--- config.mk ---
export PLATFORM = sky130hd
export DESIGN_NAME = uart_in_parity_flat
export DESIGN_NICKNAME = d
export VERILOG_FILES = /design/src/rtl/uart_in_parity_if.sv /design/src/rtl/uart_in_parity.sv /design/src/flat_wrapper.sv
export SDC_FILE = /design/constraint.sdc
export NUM_CORES = 1
export LEC_CHECK = 0
export ABC_AREA = 1
export CAP_MARGIN = 10
export CORE_MARGIN = 2
export CORE_UTILIZATION = 48
export CTS_CLUSTER_DIAMETER = 100
export DETAILED_ROUTE_END_ITERATION = 6
export PLACE_DENSITY = 0.74
export SYNTH_ARGS = -nofsm -noshare
export SYNTH_HDL_FRONTEND = slang
export SYNTH_SLANG_ARGS = --single-unit
--- constraint.sdc ---
create_clock -name clk -period 1.55 [get_ports clk]
set_clock_uncertainty 0.2 [all_clocks]
set_input_delay 0.155 -clock clk [delete_from_list [all_inputs] [get_ports clk]]
set_output_delay 0.155 -clock clk [all_outputs]
set_load 0.02 [all_outputs]
--- src/rtl/uart_in_parity_if.sv ---
// Byte-side bundle of the parity UART receiver: result register, flags, ack.
// master: receiver drives data/flags/busy, reads data_ack; slave: consumer.
interface uart_in_parity_if;
  logic [7:0] data;
  logic       data_valid;
  logic       data_ack;
  logic       parity_err;
  logic       frame_err;
  logic       overrun;
  logic       busy;

  modport master (
    output data, data_valid, parity_err,
    output frame_err, overrun, busy,
    input  data_ack
  );

  modport slave (
    input  data, data_valid, parity_err,
    input  frame_err, overrun, busy,
    output data_ack
  );
endinterface

--- src/rtl/uart_in_parity.sv ---
// Parity UART receiver: start, parity, D0..D7 LSB first, stop; one-entry holding reg.
// Ports: clk, rst_n (sync, active-low), rx serial line, bus (master modport).
module uart_in_parity #(
  parameter int CLKS_PER_BIT = 1,
  parameter bit PARITY_ODD   = 1'b0
) (
  input logic           clk,
  input logic           rst_n,
  input logic           rx,
  uart_in_parity_if.master bus
);

  localparam int H  = CLKS_PER_BIT / 2;
  localparam int CW = (CLKS_PER_BIT > 1) ? $clog2(CLKS_PER_BIT) : 1;
  localparam logic [CW-1:0] LAST  = CW'(CLKS_PER_BIT - 1);
  localparam logic [CW-1:0] HLAST = CW'((H > 0) ? H - 1 : 0);

  localparam logic [2:0] IDLE   = 3'd0;
  localparam logic [2:0] START  = 3'd1;
  localparam logic [2:0] PARITY = 3'd2;
  localparam logic [2:0] DATA   = 3'd3;
  localparam logic [2:0] STOP   = 3'd4;
  localparam logic [2:0] BREAK  = 3'd5;

  logic [2:0]    state_q, state_d;
  logic [CW-1:0] cnt_q, cnt_d;
  logic [2:0]    idx_q, idx_d;
  logic [7:0]    sh_q, sh_d;
  logic          par_q, par_d;
  logic [7:0]    data_q, data_d;
  logic          valid_q, valid_d;
  logic          perr_q, perr_d;
  logic          ferr_q, ferr_d;
  logic          ovr_q, ovr_d;
  logic          busy_q, busy_d;
  logic          ack;

  // An ack with nothing held is ignored.
  assign ack = bus.data_ack & valid_q;

  always_comb begin
    state_d = state_q;
    cnt_d   = cnt_q;
    idx_d   = idx_q;
    sh_d    = sh_q;
    par_d   = par_q;
    data_d  = data_q;
    valid_d = valid_q;
    perr_d  = perr_q;
    ferr_d  = ferr_q;
    ovr_d   = ovr_q;
    busy_d  = busy_q;
    if (ack) begin
      valid_d = 1'b0;
      ovr_d   = 1'b0;
    end
    case (state_q)
      IDLE: begin
        cnt_d = '0;
        if (!rx) begin
          // With one clk per bit the detecting cycle is the start sample.
          if (CLKS_PER_BIT == 1) begin
            busy_d  = 1'b1;
            state_d = PARITY;
          end else begin
            state_d = START;
          end
        end
      end
      START: begin
        if (cnt_q == HLAST) begin
          cnt_d = '0;
          if (rx) begin
            state_d = IDLE;
          end else begin
            busy_d  = 1'b1;
            state_d = PARITY;
          end
        end else begin
          cnt_d = cnt_q + 1'b1;
        end
      end
      PARITY: begin
        if (cnt_q == LAST) begin
          cnt_d   = '0;
          par_d   = rx;
          idx_d   = '0;
          state_d = DATA;
        end else begin
          cnt_d = cnt_q + 1'b1;
        end
      end
      DATA: begin
        if (cnt_q == LAST) begin
          cnt_d = '0;
          sh_d  = {rx, sh_q[7:1]};
          idx_d = idx_q + 1'b1;
          if (idx_q == 3'd7) state_d = STOP;
        end else begin
          cnt_d = cnt_q + 1'b1;
        end
      end
      STOP: begin
        if (cnt_q == LAST) begin
          cnt_d   = '0;
          data_d  = sh_q;
          perr_d  = par_q ^ (^sh_q) ^ PARITY_ODD;
          ferr_d  = ~rx;
          // A same-cycle ack means the old byte was consumed: no overrun.
          ovr_d   = ack ? 1'b0 : (ovr_q | valid_q);
          valid_d = 1'b1;
          if (rx) begin
            busy_d  = 1'b0;
            state_d = IDLE;
          end else begin
            state_d = BREAK;
          end
        end else begin
          cnt_d = cnt_q + 1'b1;
        end
      end
      BREAK: begin
        cnt_d = '0;
        if (rx) begin
          busy_d  = 1'b0;
          state_d = IDLE;
        end
      end
      default: begin
        cnt_d   = '0;
        busy_d  = 1'b0;
        state_d = IDLE;
      end
    endcase
  end

  always_ff @(posedge clk) begin
    if (!rst_n) begin
      state_q <= IDLE;
      cnt_q   <= '0;
      idx_q   <= '0;
      sh_q    <= '0;
      par_q   <= 1'b0;
      data_q  <= '0;
      valid_q <= 1'b0;
      perr_q  <= 1'b0;
      ferr_q  <= 1'b0;
      ovr_q   <= 1'b0;
      busy_q  <= 1'b0;
    end else begin
      state_q <= state_d;
      cnt_q   <= cnt_d;
      idx_q   <= idx_d;
      sh_q    <= sh_d;
      par_q   <= par_d;
      data_q  <= data_d;
      valid_q <= valid_d;
      perr_q  <= perr_d;
      ferr_q  <= ferr_d;
      ovr_q   <= ovr_d;
      busy_q  <= busy_d;
    end
  end

  assign bus.data       = data_q;
  assign bus.data_valid = valid_q;
  assign bus.parity_err = perr_q;
  assign bus.frame_err  = ferr_q;
  assign bus.overrun    = ovr_q;
  assign bus.busy       = busy_q;

endmodule

--- src/flat_wrapper.sv ---
// flat-port wrapper written by rule: the top's interface ports become plain ports
module uart_in_parity_flat 
#(
  parameter int CLKS_PER_BIT = 1,
  parameter bit PARITY_ODD   = 1'b0
)
  (clk, rst_n, rx, bus_data, bus_data_valid, bus_parity_err, bus_frame_err, bus_overrun, bus_busy, bus_data_ack);
  uart_in_parity_if bus_i ();
  input logic clk;
  input logic rst_n;
  input logic rx;
  output wire logic [$bits(bus_i.data)-1:0] bus_data;
  output wire logic [$bits(bus_i.data_valid)-1:0] bus_data_valid;
  output wire logic [$bits(bus_i.parity_err)-1:0] bus_parity_err;
  output wire logic [$bits(bus_i.frame_err)-1:0] bus_frame_err;
  output wire logic [$bits(bus_i.overrun)-1:0] bus_overrun;
  output wire logic [$bits(bus_i.busy)-1:0] bus_busy;
  input wire logic [$bits(bus_i.data_ack)-1:0] bus_data_ack;
  assign bus_data = bus_i.data;
  assign bus_data_valid = bus_i.data_valid;
  assign bus_parity_err = bus_i.parity_err;
  assign bus_frame_err = bus_i.frame_err;
  assign bus_overrun = bus_i.overrun;
  assign bus_busy = bus_i.busy;
  assign bus_i.data_ack = bus_data_ack;
  uart_in_parity #(.CLKS_PER_BIT(CLKS_PER_BIT), .PARITY_ODD(PARITY_ODD)) u_core (.clk(clk), .rst_n(rst_n), .rx(rx), .bus(bus_i));
endmodule
==> flow_metrics.tcl <==
set metrics [dict create \
    die_y_um 56.17 \
    ys_types 24 \
    grt_setup_unrepaired "true" \
    routed_wl_mm 3.079 \
    start_util_pct 51.79 \
    clock_latency_ns 0.32 \
    synth_area_leaders "dfxtp_1 (44%), nand2_1 (11%), a21oi_1 (9.2%), o21ai_0 (8.0%), inv_1 (6.0%)" \
    first_pass_iters 4 \
    io_buffers 16 \
    ys_seq_area_share_pct 44.44 \
    drv_slew 0 \
    clk_pin_slew_worst_paths_ns 0.09 \
    synth_flop_cell "dfxtp_1" \
    drive_gt1_share_pct 20.28 \
    first_global_vias 1211 \
    hold_violations 0 \
    net-switching-power_uw 925.3 \
    synth_nets 188 \
    grt_pass1_wl_mm 4.988 \
    postRouteAntennaNets 0 \
    drcViolationCount 0 \
    synth_edf_count 0 \
    dieArea_sq_um 3155 \
    criticalPathCategory "reg2reg" \
    yosys_warnings 0 \
    power_density_nw_per_um2 1409 \
    post_drt_wl_per_cell_um 12.72 \
    power.internal_uw 1509 \
    synth_seq_cells 29 \
    area_growth_pct 32.28 \
    hold_ws_ns 0.2295 \
    coreArea_sq_um 2522 \
    crit_chain "ha_4 > ha_4 > o21ai_2 > nand2_2 > nand4_4 > or2_1 > a21oi_2" \
    synth.avg_cell_area_sq_um 7.177 \
    hp-class "in2reg" \
    final_core_util_pct 68.50 \
    place.gp.congestion 0.9061 \
    dp_slack_ns -0.05804 \
    grt-ovfl-total 0 \
    combinationalPowerShare_pct 39.2 \
    crit_path_end_kind "flip-flop" \
    async_reset_ff_share_pct 0 \
    reg2reg_from "u_core.idx_q[1]$_SDFFE_PN0P_" \
    crit_slowest_cell "dfxtp_2" \
    antenna_found_initial 0 \
    finalSetupTns_ns 0 \
    r2r_slack_ns 0.002 \
    reg2reg_depth 7 \
    cpMostUsedCell "ha_4" \
    critical-path-max-stage-delay_ns 0.36 \
    startpoint_type "flip-flop" \
    numCtsBuffers 5 \
    die_x_um 56.17 \
    fin_crit_sh_pct 99.88 \
    crit_arrival_ns 1.60 \
    final_nets 218 \
    hold_depth 2 \
    r2r-end "u_core.state_q[0]$_SDFFE_PN0P_" \
    fin_crit_ns 1.548 \
    clockBufferDepth 2 \
    worstHoldStart "bus_data_ack" \
    crit_path_max_fanout 5 \
    numClockSinks 29 \
    rows 18 \
    h-tree-depth 2 \
    synth_top_area_cell "dfxtp_1" \
    leakagePower_uw 0.0007623 \
    switching_share_pct 38.01 \
    vias 1263 \
    cap_violations 0 \
    cp_data_required_time_ns 1.60 \
    n_antenna_cell 0 \
    drtIter0Drc 44 \
    grt_max_degree 14 \
    root_buffer "clkbuf_4" \
    finalSetupViolCount 0 \
    vias_per_cell 5.219 \
    fill_cells 218 \
    hpwlAfterDp_mm 1.994 \
    seqPwrFrac_pct 42.0 \
    syn_inst 182 \
    peakVddDrop_mv 0.9893 \
    ioPinCount 17 \
    status "finished, final reports clean" \
    grt_usage_pct 20.11 \
    tritoncts "yes" \
    syn-cell-area_sq_um 1306 \
    p_clk_share_pct 18.8 \
    clock.fmax_ghz 0.6459 \
    yosysTopAreaCellShare_pct 44.44 \
    fin_ws_ns 0.001813 \
]
## registers in the layout, summed over array words and instances, names as in the netlist, named ones only
| name | flops |
|---|---|
| u_core.idx_q | 3 |
| u_core.bus.data | 8 |
| u_core.state_q | 3 |
| u_core.sh_q | 8 |
| u_core.bus.frame_err | 1 |
| u_core.bus.parity_err | 1 |
| u_core.bus.busy | 1 |
| u_core.par_q | 1 |
| u_core.bus.data_valid | 1 |
| u_core.cnt_q | 1 |
## stage by stage
stage | instance area, sq um | total power, uW | std cells
after floorplan | 1306 | 1519 | 182
after global placement | 1580 | 1777 | 232
after detailed placement | 1580 | 1815 | 232
after CTS | 1628 | 2239 | 240
after global routing | 1728 | 2596 | 242
final | 1728 | 2434 | 242
## cell type report
cell class              count  area [sq um]  share of cell area, %
inverters                  23         86.33                  4.996
multi-input cells         125         679.4                  39.32
clock buffers               7         55.05                  3.186
repair buffers             28         271.5                  15.71
well taps                  30         37.54                  2.172
flip-flops and latches     29         598.1                  34.61
## per-layer routing
metal / GRT usage, % / wire length [um]
met1: 22.33 / 1339
met4: 11.90 / 59
met5: 0 / 0
met3: 5.581 / 128
met2: 33.95 / 1551
## worst max path at each step
stage	startpoint	endpoint	slack, ns	depth (start not counted)
after floorplan	u_core.idx_q[0]$_SDFFE_PN0P_	u_core.state_q[2]$_SDFFE_PN0P_	0.08	8
after global placement	rx	u_core.state_q[0]$_SDFFE_PN0P_	0.007	6
after detailed placement	rx	u_core.state_q[0]$_SDFFE_PN0P_	-0.06	6
after CTS	u_core.state_q[1]$_SDFFE_PN0P_	u_core.state_q[0]$_SDFFE_PN0P_	0.003	7
after global routing	u_core.state_q[0]$_SDFFE_PN0P_	u_core.idx_q[0]$_SDFFE_PN0P_	-0.06	7
final	u_core.idx_q[1]$_SDFFE_PN0P_	u_core.state_q[0]$_SDFFE_PN0P_	0.002	7
## what timing repair did
action / in CTS / in global routing
pin swaps: 1 / 5
hold buffers: 0 / 0
gates resized for setup: 15 / 25
setup buffers: 1 / 2
endpoints found under the setup margin: 15 / 24
## cells in the final DEF (no fill, tap or decap), types with 2 or more instances in the layout
cell             Yosys  routed
o21a_1               2       2
ha_4                 0       2
inv_1               21      21
nand2_2              3       6
nor2_4               1       2
buf_12               0       3
o21ai_2              0       2
dlygate4sd2_1        0      13
o21ai_0             21      19
dfxtp_4              0       4
a21oi_1             24      23
dfxtp_2              0       2
inv_2                2       2
clkdlybuf4s50_1      0       3
o21ai_1              2       2
nand3_1              3       3
nand2_1             38      35
clkbuf_4             0       5
buf_4                0       9
nor2_1              20      18
dfxtp_1             29      23
## Yosys cell counts, drive strengths merged, types with 2 or more instances
library cell  instances
o21ai                23
a21oi                24
inv                  23
nor2                 21
dfxtp                29
o21a                  2
buf                   3
nand3                 3
nor3                  3
clkbuf                2
ha                    2
nand2                41
## kinds of logic after synthesis
kind of cell / Yosys count / synth area share, %
compound gates: 51 / 20.40
simple gates: 70 / 23.47
flops: 29 / 44.44
xor+xnor: 1 / 0.6706
buf+inv: 28 / 8.813
other cells: 1 / 0.2871
fa+ha+maj: 2 / 1.915
## power groups by stage
stage	Clock, uW	Sequential (uW)	Combinational, uW
finish	459	1020	953
CTS	467	979	793
floorplan	0	1050	465
detailed placement	0	996	818
global placement	0	986	790
global route	502	1040	1050
## critical path: cells and delay by family, from the launching register on
| kind | cells | cell delay (ns) |
|---|---|---|
| AO/OA/AOI/OAI | 2 | 0.19 |
| adder cells (fa/ha/maj) | 2 | 0.26 |
| flip-flops | 1 | 0.36 |
| AND/OR/NAND/NOR | 3 | 0.46 |
Note: power is estimated with default switching activity, not from simulation.
